===== src/rtl/out_buf_writer_pkg.sv =====
// Shared definitions for the output buffer writer: FSM states, frame depth
// default and the Q16.8 -> 16-bit sample format constants.
package out_buf_writer_pkg;

    typedef enum logic [1:0] {
        ST_IDLE = 2'd0,
        ST_FILL = 2'd1,
        ST_DONE = 2'd2,
        ST_FULL = 2'd3
    } obw_state_e;

    localparam int unsigned OBW_DEPTH_DEFAULT = 768;

    // Q16.8 input sample and 16-bit integer output sample
    localparam int unsigned Q_IN_BITS   = 24;
    localparam int unsigned Q_FRAC_BITS = 8;
    localparam int unsigned Q_OUT_BITS  = 16;
    localparam logic [Q_OUT_BITS-1:0] Q_OUT_MAX = 16'h7FFF;
    localparam logic [Q_OUT_BITS-1:0] Q_OUT_MIN = 16'h8000;

endpackage


===== src/rtl/out_buf_writer_sample_quantize.sv =====
// Q16.8 -> 16-bit sample conversion.
// OUTBUF_SAT_EN defined  : round half-up, saturate to 7FFF/8000 on overflow.
// OUTBUF_SAT_EN undefined: plain truncation (drop the 8 fraction bits).
module sample_quantize
    import out_buf_writer_pkg::*;
(
    input  logic [23:0] in_data_i,
    output logic [15:0] out_data_o
);

`ifdef OUTBUF_SAT_EN
    logic [16:0] rnd;
    logic        unused_frac;

    assign rnd         = {in_data_i[23], in_data_i[23:8]} + {16'b0, in_data_i[7]};
    assign unused_frac = ^in_data_i[6:0];

    // Clamp when the sign-extended rounded value no longer fits 16 bits
    always_comb begin
        out_data_o = rnd[15:0];
        if (rnd[16] != rnd[15]) begin
            out_data_o = rnd[16] ? Q_OUT_MIN : Q_OUT_MAX;
        end
    end
`else
    logic unused_frac;

    assign unused_frac = ^in_data_i[Q_FRAC_BITS-1:0];
    assign out_data_o  = in_data_i[Q_IN_BITS-1:Q_FRAC_BITS];
`endif

endmodule


===== src/rtl/out_buf_writer.sv =====
// Frame writer: accepts DEPTH samples per frame after a start pulse and
// writes them, quantized, to a buffer with one cycle of latency.
// Optional OUTBUF_SAT_EN selects rounding/saturating conversion.
// The reader-release input is named release_i because "release" is a
// reserved word.
module out_buf_writer
    import out_buf_writer_pkg::*;
#(
    parameter int unsigned DEPTH     = OBW_DEPTH_DEFAULT,
    parameter int unsigned ADDR_BITS = 10
) (
    input  logic                 sys_clk,
    input  logic                 reset,
    input  logic                 start,
    input  logic                 abort,
    input  logic                 in_valid,
    input  logic [23:0]          in_data,
    output logic                 in_ready,
    input  logic                 release_i,
    output logic [ADDR_BITS-1:0] Outa,
    output logic [15:0]          Outd,
    output logic                 OutBufWea,
    output logic                 frame_done,
    output logic                 busy
);

    obw_state_e           state_q;
    logic [ADDR_BITS-1:0] wr_ptr_q;
    logic [ADDR_BITS-1:0] wr_ptr_d;
    logic [ADDR_BITS-1:0] outa_q;
    logic [15:0]          outd_q;
    logic                 wea_q;
    logic                 done_q;
    logic [15:0]          conv_data;
    logic                 last_slot;

    sample_quantize u_quant (
        .in_data_i  (in_data),
        .out_data_o (conv_data)
    );

    assign last_slot = (wr_ptr_q == ADDR_BITS'(DEPTH - 1));
    assign wr_ptr_d  = last_slot ? '0 : wr_ptr_q + ADDR_BITS'(1);

    // Frame FSM with registered buffer-write and frame_done outputs
    always_ff @(posedge sys_clk or posedge reset) begin
        if (reset) begin
            state_q  <= ST_IDLE;
            wr_ptr_q <= '0;
            outa_q   <= '0;
            outd_q   <= '0;
            wea_q    <= 1'b0;
            done_q   <= 1'b0;
        end else begin
            wea_q  <= 1'b0;
            done_q <= 1'b0;
            if (abort) begin
                state_q  <= ST_IDLE;
                wr_ptr_q <= '0;
            end else begin
                case (state_q)
                    ST_IDLE: begin
                        if (start) begin
                            state_q  <= ST_FILL;
                            wr_ptr_q <= '0;
                        end
                    end
                    ST_FILL: begin
                        if (in_valid) begin
                            outa_q   <= wr_ptr_q;
                            outd_q   <= conv_data;
                            wea_q    <= 1'b1;
                            wr_ptr_q <= wr_ptr_d;
                            if (last_slot) begin
                                state_q <= ST_DONE;
                                done_q  <= 1'b1;
                            end
                        end
                    end
                    ST_DONE: begin
                        state_q <= ST_FULL;
                    end
                    ST_FULL: begin
                        if (release_i) begin
                            state_q <= ST_IDLE;
                        end
                    end
                    default: begin
                        state_q <= ST_IDLE;
                    end
                endcase
            end
        end
    end

    assign in_ready   = (state_q == ST_FILL);
    assign busy       = (state_q != ST_IDLE);
    assign Outa       = outa_q;
    assign Outd       = outd_q;
    assign OutBufWea  = wea_q;
    assign frame_done = done_q;

endmodule


===== config.mk =====
export PLATFORM = sky130hd
export DESIGN_NAME = out_buf_writer
export DESIGN_NICKNAME = d
export VERILOG_FILES = /design/src/rtl/out_buf_writer_pkg.sv /design/src/rtl/out_buf_writer_sample_quantize.sv /design/src/rtl/out_buf_writer.sv
export SDC_FILE = /design/constraint.sdc
export NUM_CORES = 1
export LEC_CHECK = 0
export BUFFER_PORTS_ARGS = -buffer_cell sky130_fd_sc_hd__buf_4
export CAP_MARGIN = 25
export CORE_AREA = 2 2 109 85
export DETAILED_ROUTE_END_ITERATION = 8
export DIE_AREA = 0 0 111 87
export GPL_TIMING_DRIVEN = 0
export PLACE_DENSITY = 0.46
export SYNTH_ARGS = -nofsm -noshare
export SYNTH_HDL_FRONTEND = slang
export SYNTH_HIERARCHICAL = 1
export SYNTH_SLANG_ARGS = --single-unit

===== constraint.sdc =====
create_clock -name sys_clk -period 2.2 [get_ports sys_clk]
set_clock_uncertainty 0.05 [all_clocks]
set_input_delay 0.33 -clock sys_clk [delete_from_list [all_inputs] [get_ports sys_clk]]
set_output_delay 0.33 -clock sys_clk [all_outputs]
set_load 0.005 [all_outputs]

### Word-level counts from Yosys, hierarchy flattened

Index checks and enable logic that the tools add are counted.

* flip-flop bits (word level): 40
* input port bits: 30
* output and inout bits: 30
* word-level logic and storage cells: 40

* $add $sub $neg: 1
* eq/ne operators: 8
* multiplexer cells: 18
* bitwise logic cells: 1
* reductions and logical operators: 6

Operators with widths (number)
* 2-to-1 mux 10 bit: 4
* one-hot mux 10 bit (2 select lines): 1
* adder 10 x 1 -> 10 bit (second input constant): 1
* equality test 10 bit (second input constant): 1
* 2-to-1 mux 2 bit: 5
* inequality test 3 bit (second input constant): 3
* one-hot mux 2 bit (4 select lines): 1
* 2-to-1 mux 1 bit: 7
* AND reduction 3 bit: 2
* equality test 2 bit (second input constant): 2
* AND reduction 4 bit: 1
* inequality test 3 x 2 -> 1 bit (second input constant): 1
* nonzero test 3 bit: 1
* equality test 2 x 1 -> 1 bit (second input constant): 1
* zero test 2 bit: 1
* nonzero test 2 bit: 1
* NOT 1 bit: 1

### Depth between registers and ports, before layout

* word-level depth: 5
* mapped depth: 8
* gate-level depth less buffers: 6

### By module

Netlist, hierarchy kept.

Modules (own cells, without submodules)
* out_buf_writer: times used 1, cells each 147, area each 1818.0 µm², seq. area each 1001.0 µm²
* sample_quantize: times used 1, cells each 16, area each 120.1 µm², seq. area each 0.0 µm²

### Worst setup path before layout

No wires, ideal clock.

* kind: register -> register
* start: register state_q[0]
* end: register wr_ptr_q[2]
* library setup time: 126 ps
* arrival: 1625 ps
* required time: 2024 ps
* setup slack: 399 ps
* stages on the path, launching flop included: 6
* buffers on the path: 0
* period minus slack after synthesis: 1801 ps
* path through: dfrtp_1 -> ha_1 -> or2_4 -> a31oi_4 -> and4bb_1 -> a221o_1

* longest elaborated chain between the ends: 3
* elaborated cells between the ends (all ways): 8
* those cells by class: eq/ne: 3; mux: 2; reduce/logical: 3

Ends and longest elaborated chain
* start: declaration: line out_buf_writer.sv:27 `obw_state_e state_q;`
* start signal: assignment: line out_buf_writer.sv:48 `state_q <= ST_IDLE;`
* start signal: assignment: line out_buf_writer.sv:58 `state_q <= ST_IDLE;`
* start signal: assignment: line out_buf_writer.sv:64 `state_q <= ST_FILL;`
* equality test 2 x 1 -> 1 bit *
* named net in_ready: line out_buf_writer.sv:18 `output logic in_ready,`
* inequality test 3 bit (no line), or another cell as far along
* AND reduction 3 bit (no line) / 2-to-1 mux 10 bit (equally long branches)
* end signal: assignment: line out_buf_writer.sv:73 `wr_ptr_q <= wr_ptr_d;`
* end: declaration: line out_buf_writer.sv:28 `logic [ADDR_BITS-1:0] wr_ptr_q;`

The timed path passes the listed nets; every way through them passes the cells marked *.
A chain may end at the register's enable or synchronous reset.

### Worst setup path in the final report

* start: register state_q[1]
* end: register wr_ptr_q[2]

* longest elaborated chain between the ends: 3
* elaborated cells between the ends (all ways): 8
* those cells by class: eq/ne: 3; mux: 2; reduce/logical: 3

Ends and longest elaborated chain
* equality test 2 x 1 -> 1 bit / zero test 2 bit (equally long branches): line out_buf_writer.sv:61 `case (state_q)`
* inequality test 3 bit (no line), or another cell as far along
* AND reduction 3 bit (no line) / 2-to-1 mux 10 bit (equally long branches)

Several ways; a longest one is shown, not always the timed one.

==> impl_metrics.py <==
metrics = {
    "cells_and_area": {
        "sequential_standard_cell_area_sq_mm": 0.00100,
        "final.fill_count": 916,
        "syn2layout_area_growth_pct": 31.6,
        "net_count_final": 240,
        "insertedDiodeCount": 0,
        "fin_cells": 319,
        "multi_input_area_sq_um": 758,
        "post_route_cells_drive_above_1_share_pct": 36.2,
    },
    "timing": {
        "totalNegativeSetupSlack_ns": 0,
        "grt_setup_unrepaired": "false",
        "maxSlewHeadroom_pct": 68.2,
        "max_freq_ghz": 0.512,
        "hold_violations": 0,
        "fin_crit_ns": 1.95,
        "finalCritPeriodShare_pct": 88.8,
        "max_slew.worst_pin.slew_ns": 0.476,
        "timing.final.max_slew_violations": 0,
        "setup-violations-final": 0,
        "fin_hold_ws_ns": 0.0234,
    },
    "floorplanning": {
        "core-area_sq_mm": 0.00867,
        "die_width_um": 111,
        "number_of_top_level_design_ports": 60,
        "die_area_sq_mm": 0.00966,
        "height_of_the_die_um": 87,
        "placement_rows": 30,
        "effective_utilization_at_floorplan_pct": 22.4,
    },
    "global_routing": {
        "via_count_of_the_first_global_routing_pass": 1303,
        "grt_antenna_before_repair": 0,
        "pin_count_of_the_biggest_net_entering_global_routing": 23,
        "gr_overflow_total": 0,
        "groute.usage.overall_pct": 9.03,
        "global_route_wire_length_before_repair_mm": 6.73,
    },
    "pwr": {
        "swShare_pct": 27.3,
        "p_leak_nw": 1.22,
        "power_switching_mw": 0.746,
        "power.share.sequential_pct": 37.5,
        "worst_ir_drop_vdd_mv": 0.441,
        "p_per_area_mw_per_mm2": 1070,
        "internal_power_consumption_mw": 1.99,
        "clock_power_share_pct": 32.4,
        "pwr-share-comb_pct": 30.1,
    },
    "setup_path": {
        "endpoint_kind": "flip-flop",
        "critical_path.startpoint_type": "flip-flop",
        "worst_r2r_startpoint": "state_q[1]",
        "crit_type": "flip-flop to flip-flop",
        "cpLargestDelayFamily": "compound AO/OA/AOI/OAI gates",
        "worst-path-buf-inv": 1,
        "critPathLaunch": "state_q[1]",
        "required_ns": 2.31,
        "reg2reg_path_depth": 6,
        "internal_reg_to_reg_setup_slack_ns": 0.25,
        "path_max_fanout": 8,
        "crit_chain": "inv_1 -> ha_1 -> or2_4 -> a31oi_4 -> and4bb_1 -> a221o_1",
        "timing.critical_path.slowest_cell_delay_ns": 0.37,
        "critical_path.reg2reg.endpoint": "wr_ptr_q[2]",
        "cp_slowest_cell": "sky130_fd_sc_hd__dfrtp_1",
        "cp_data_arrival_time_ns": 2.06,
    },
    "clocking": {
        "cts_inserted_buffers": 5,
        "cts.sink_count": 40,
        "cts.repair.resized": 0,
        "cts.reportedPaths.clkPinSlew_ns": 0.06,
        "cts_tree": "built",
        "cts_max_level": 2,
        "cts-root-buf": "sky130_fd_sc_hd__clkbuf_16",
        "cts-hold-fix-buffers": 0,
        "post-cts-setup-buffers": 0,
        "clk-insertion-delay-late_ns": 0.28,
        "clock_tree.buffer_depth": 2,
    },
    "yosys": {
        "yosys_warnings": 6,
        "ys.flop_type": "sky130_fd_sc_hd__dfrtp_1",
        "synth_fp_nets": 197,
        "synthMostInstantiatedCell": "sky130_fd_sc_hd__dfrtp_1",
        "synth_area_per_cell_sq_um": 11.9,
        "yosys.area.top_type_share_pct": 51.6,
        "synth_seq_area_share_pct": 51.6,
        "yosys-top-cells-area": "sky130_fd_sc_hd__dfrtp_1, sky130_fd_sc_hd__mux2_1, sky130_fd_sc_hd__buf_4, sky130_fd_sc_hd__ha_1, sky130_fd_sc_hd__mux2_2",
        "synth_enable_flop_cells": 0,
        "post_synth_most_frequent_cells": "sky130_fd_sc_hd__dfrtp_1, sky130_fd_sc_hd__mux2_1, sky130_fd_sc_hd__buf_4, sky130_fd_sc_hd__nand2_1",
        "synth_seq_cells": 40,
        "cell_area_synth_sq_mm": 0.00194,
        "synthDistinctLibCells": 31,
        "synth.largest_area_cell": "sky130_fd_sc_hd__dfrtp_1",
        "postSynthCellCount": 163,
        "asyncSetResetFlopFracSynth_pct": 100,
    },
    "status": {
        "outcome": "finished, final reports clean",
    },
    "routing": {
        "wl_mm": 4.08,
        "routed-via-count": 1351,
        "post_drt_wl_per_cell_um": 12.8,
        "remaining_drc_errors": 0,
        "via_per_inst": 4.24,
        "dr.first_iter.drc_count": 67,
        "count_of_antenna_violating_nets_left_after_detailed_routing": 0,
        "firstDrtPassIters": 4,
    },
    "place": {
        "place_hpwl_mm": 3.01,
        "dp_cells": 311,
        "gp_congestion": 0.774,
        "placement.io_buffers": 35,
    },
    "min_path": {
        "timing.hold.worst.class": "primary input to asynchronous set/reset pin",
    },
    "run": {
        "drv_cap": 0,
    },
}
-- worst reg2reg max path, delay by kind of cell (launching register included) --
| kind | cells | cell delay (ns) |
|---|---|---|
| buf+inv | 1 | 0.08 |
| compound gates | 2 | 0.54 |
| simple gates | 2 | 0.53 |
| fa+ha+maj | 1 | 0.26 |
| flops | 1 | 0.37 |
-- cell families after synthesis --
| kind of cell | after synthesis | share of synthesized area, % |
|---|---|---|
| fa+ha+maj | 4 | 2.58 |
| mux | 26 | 15.1 |
| simple gates | 42 | 12.4 |
| buf+inv | 27 | 9.23 |
| flops | 40 | 51.6 |
| compound gates | 24 | 9.04 |
-- sequential cells by signal, summed over array words and instances, names as in the netlist --
register    flops
state_q         2
frame_done      1
wr_ptr_q       10
OutBufWea       1
Outd           16
Outa           10
-- power groups by stage --
stage	logic [mW]	registers, mW	clock network, mW
global placement	0.828	1.03	0
floorplan	0.437	1.04	0
CTS	0.845	1.03	0.918
finish	0.823	1.03	0.885
global route	0.903	1.05	0.948
detailed placement	0.842	1.04	0
-- layout make-up --
class	instances	area share, %
buffer	21	6.13
clock buffer	7	5.98
clock inverter	1	1.18
inverter	6	0.883
multi-input combinational	96	29.7
sequential	40	39.2
tap	112	5.49
timing repair buffer	36	11.4
-- layer usage --
metal / vias up / GRT usage (%) / share of wire (%)
met5: - / 0 / 0
met4: 0 / 4.09 / 1.7
met3: 7 / 3.13 / 7.0
met2: 43 / 13.3 / 44
met1: 649 / 12.0 / 47
li1: 652 / - / -
-- per-stage QoR --
| stage | setup WS (ns) | instance area [sq um] | total power, mW | utilization, % |
|---|---|---|---|---|
| floorplan | 0.399 | 1940 | 1.48 | - |
| global placement | 0.188 | 2340 | 1.86 | 27.0 |
| detailed placement | 0.245 | 2370 | 1.89 | 27.3 |
| CTS | 0.226 | 2550 | 2.79 | 29.4 |
| global route | 0.0992 | 2550 | 2.91 | 29.4 |
| finish | 0.247 | 2550 | 2.74 | 29.4 |
-- layout by cell type, fill, tap and decap left out, drive strengths merged, types with 2 or more instances in the layout --
cell    count
a31oi       2
clkbuf      7
nor2b       3
a21oi       7
nand3       6
or4         3
o22ai       2
and3        3
dfrtp      40
nand2b      5
mux2       26
buf        57
nand2      10
inv         6
o31ai       3
ha          4
o21ai       7
nor2        4
nand4       3
-- how the worst max path moves through the flow --
stage	end	slack, ns	cells past startpoint
CTS	wr_ptr_q[2]	0.23	6
detailed placement	wr_ptr_q[2]	0.25	6
global route	state_q[0]	0.1	6
global placement	frame_done	0.19	2
finish	wr_ptr_q[2]	0.25	6
floorplan	wr_ptr_q[2]	0.40	5
No activity file was read; power rests on OpenSTA's default activity.
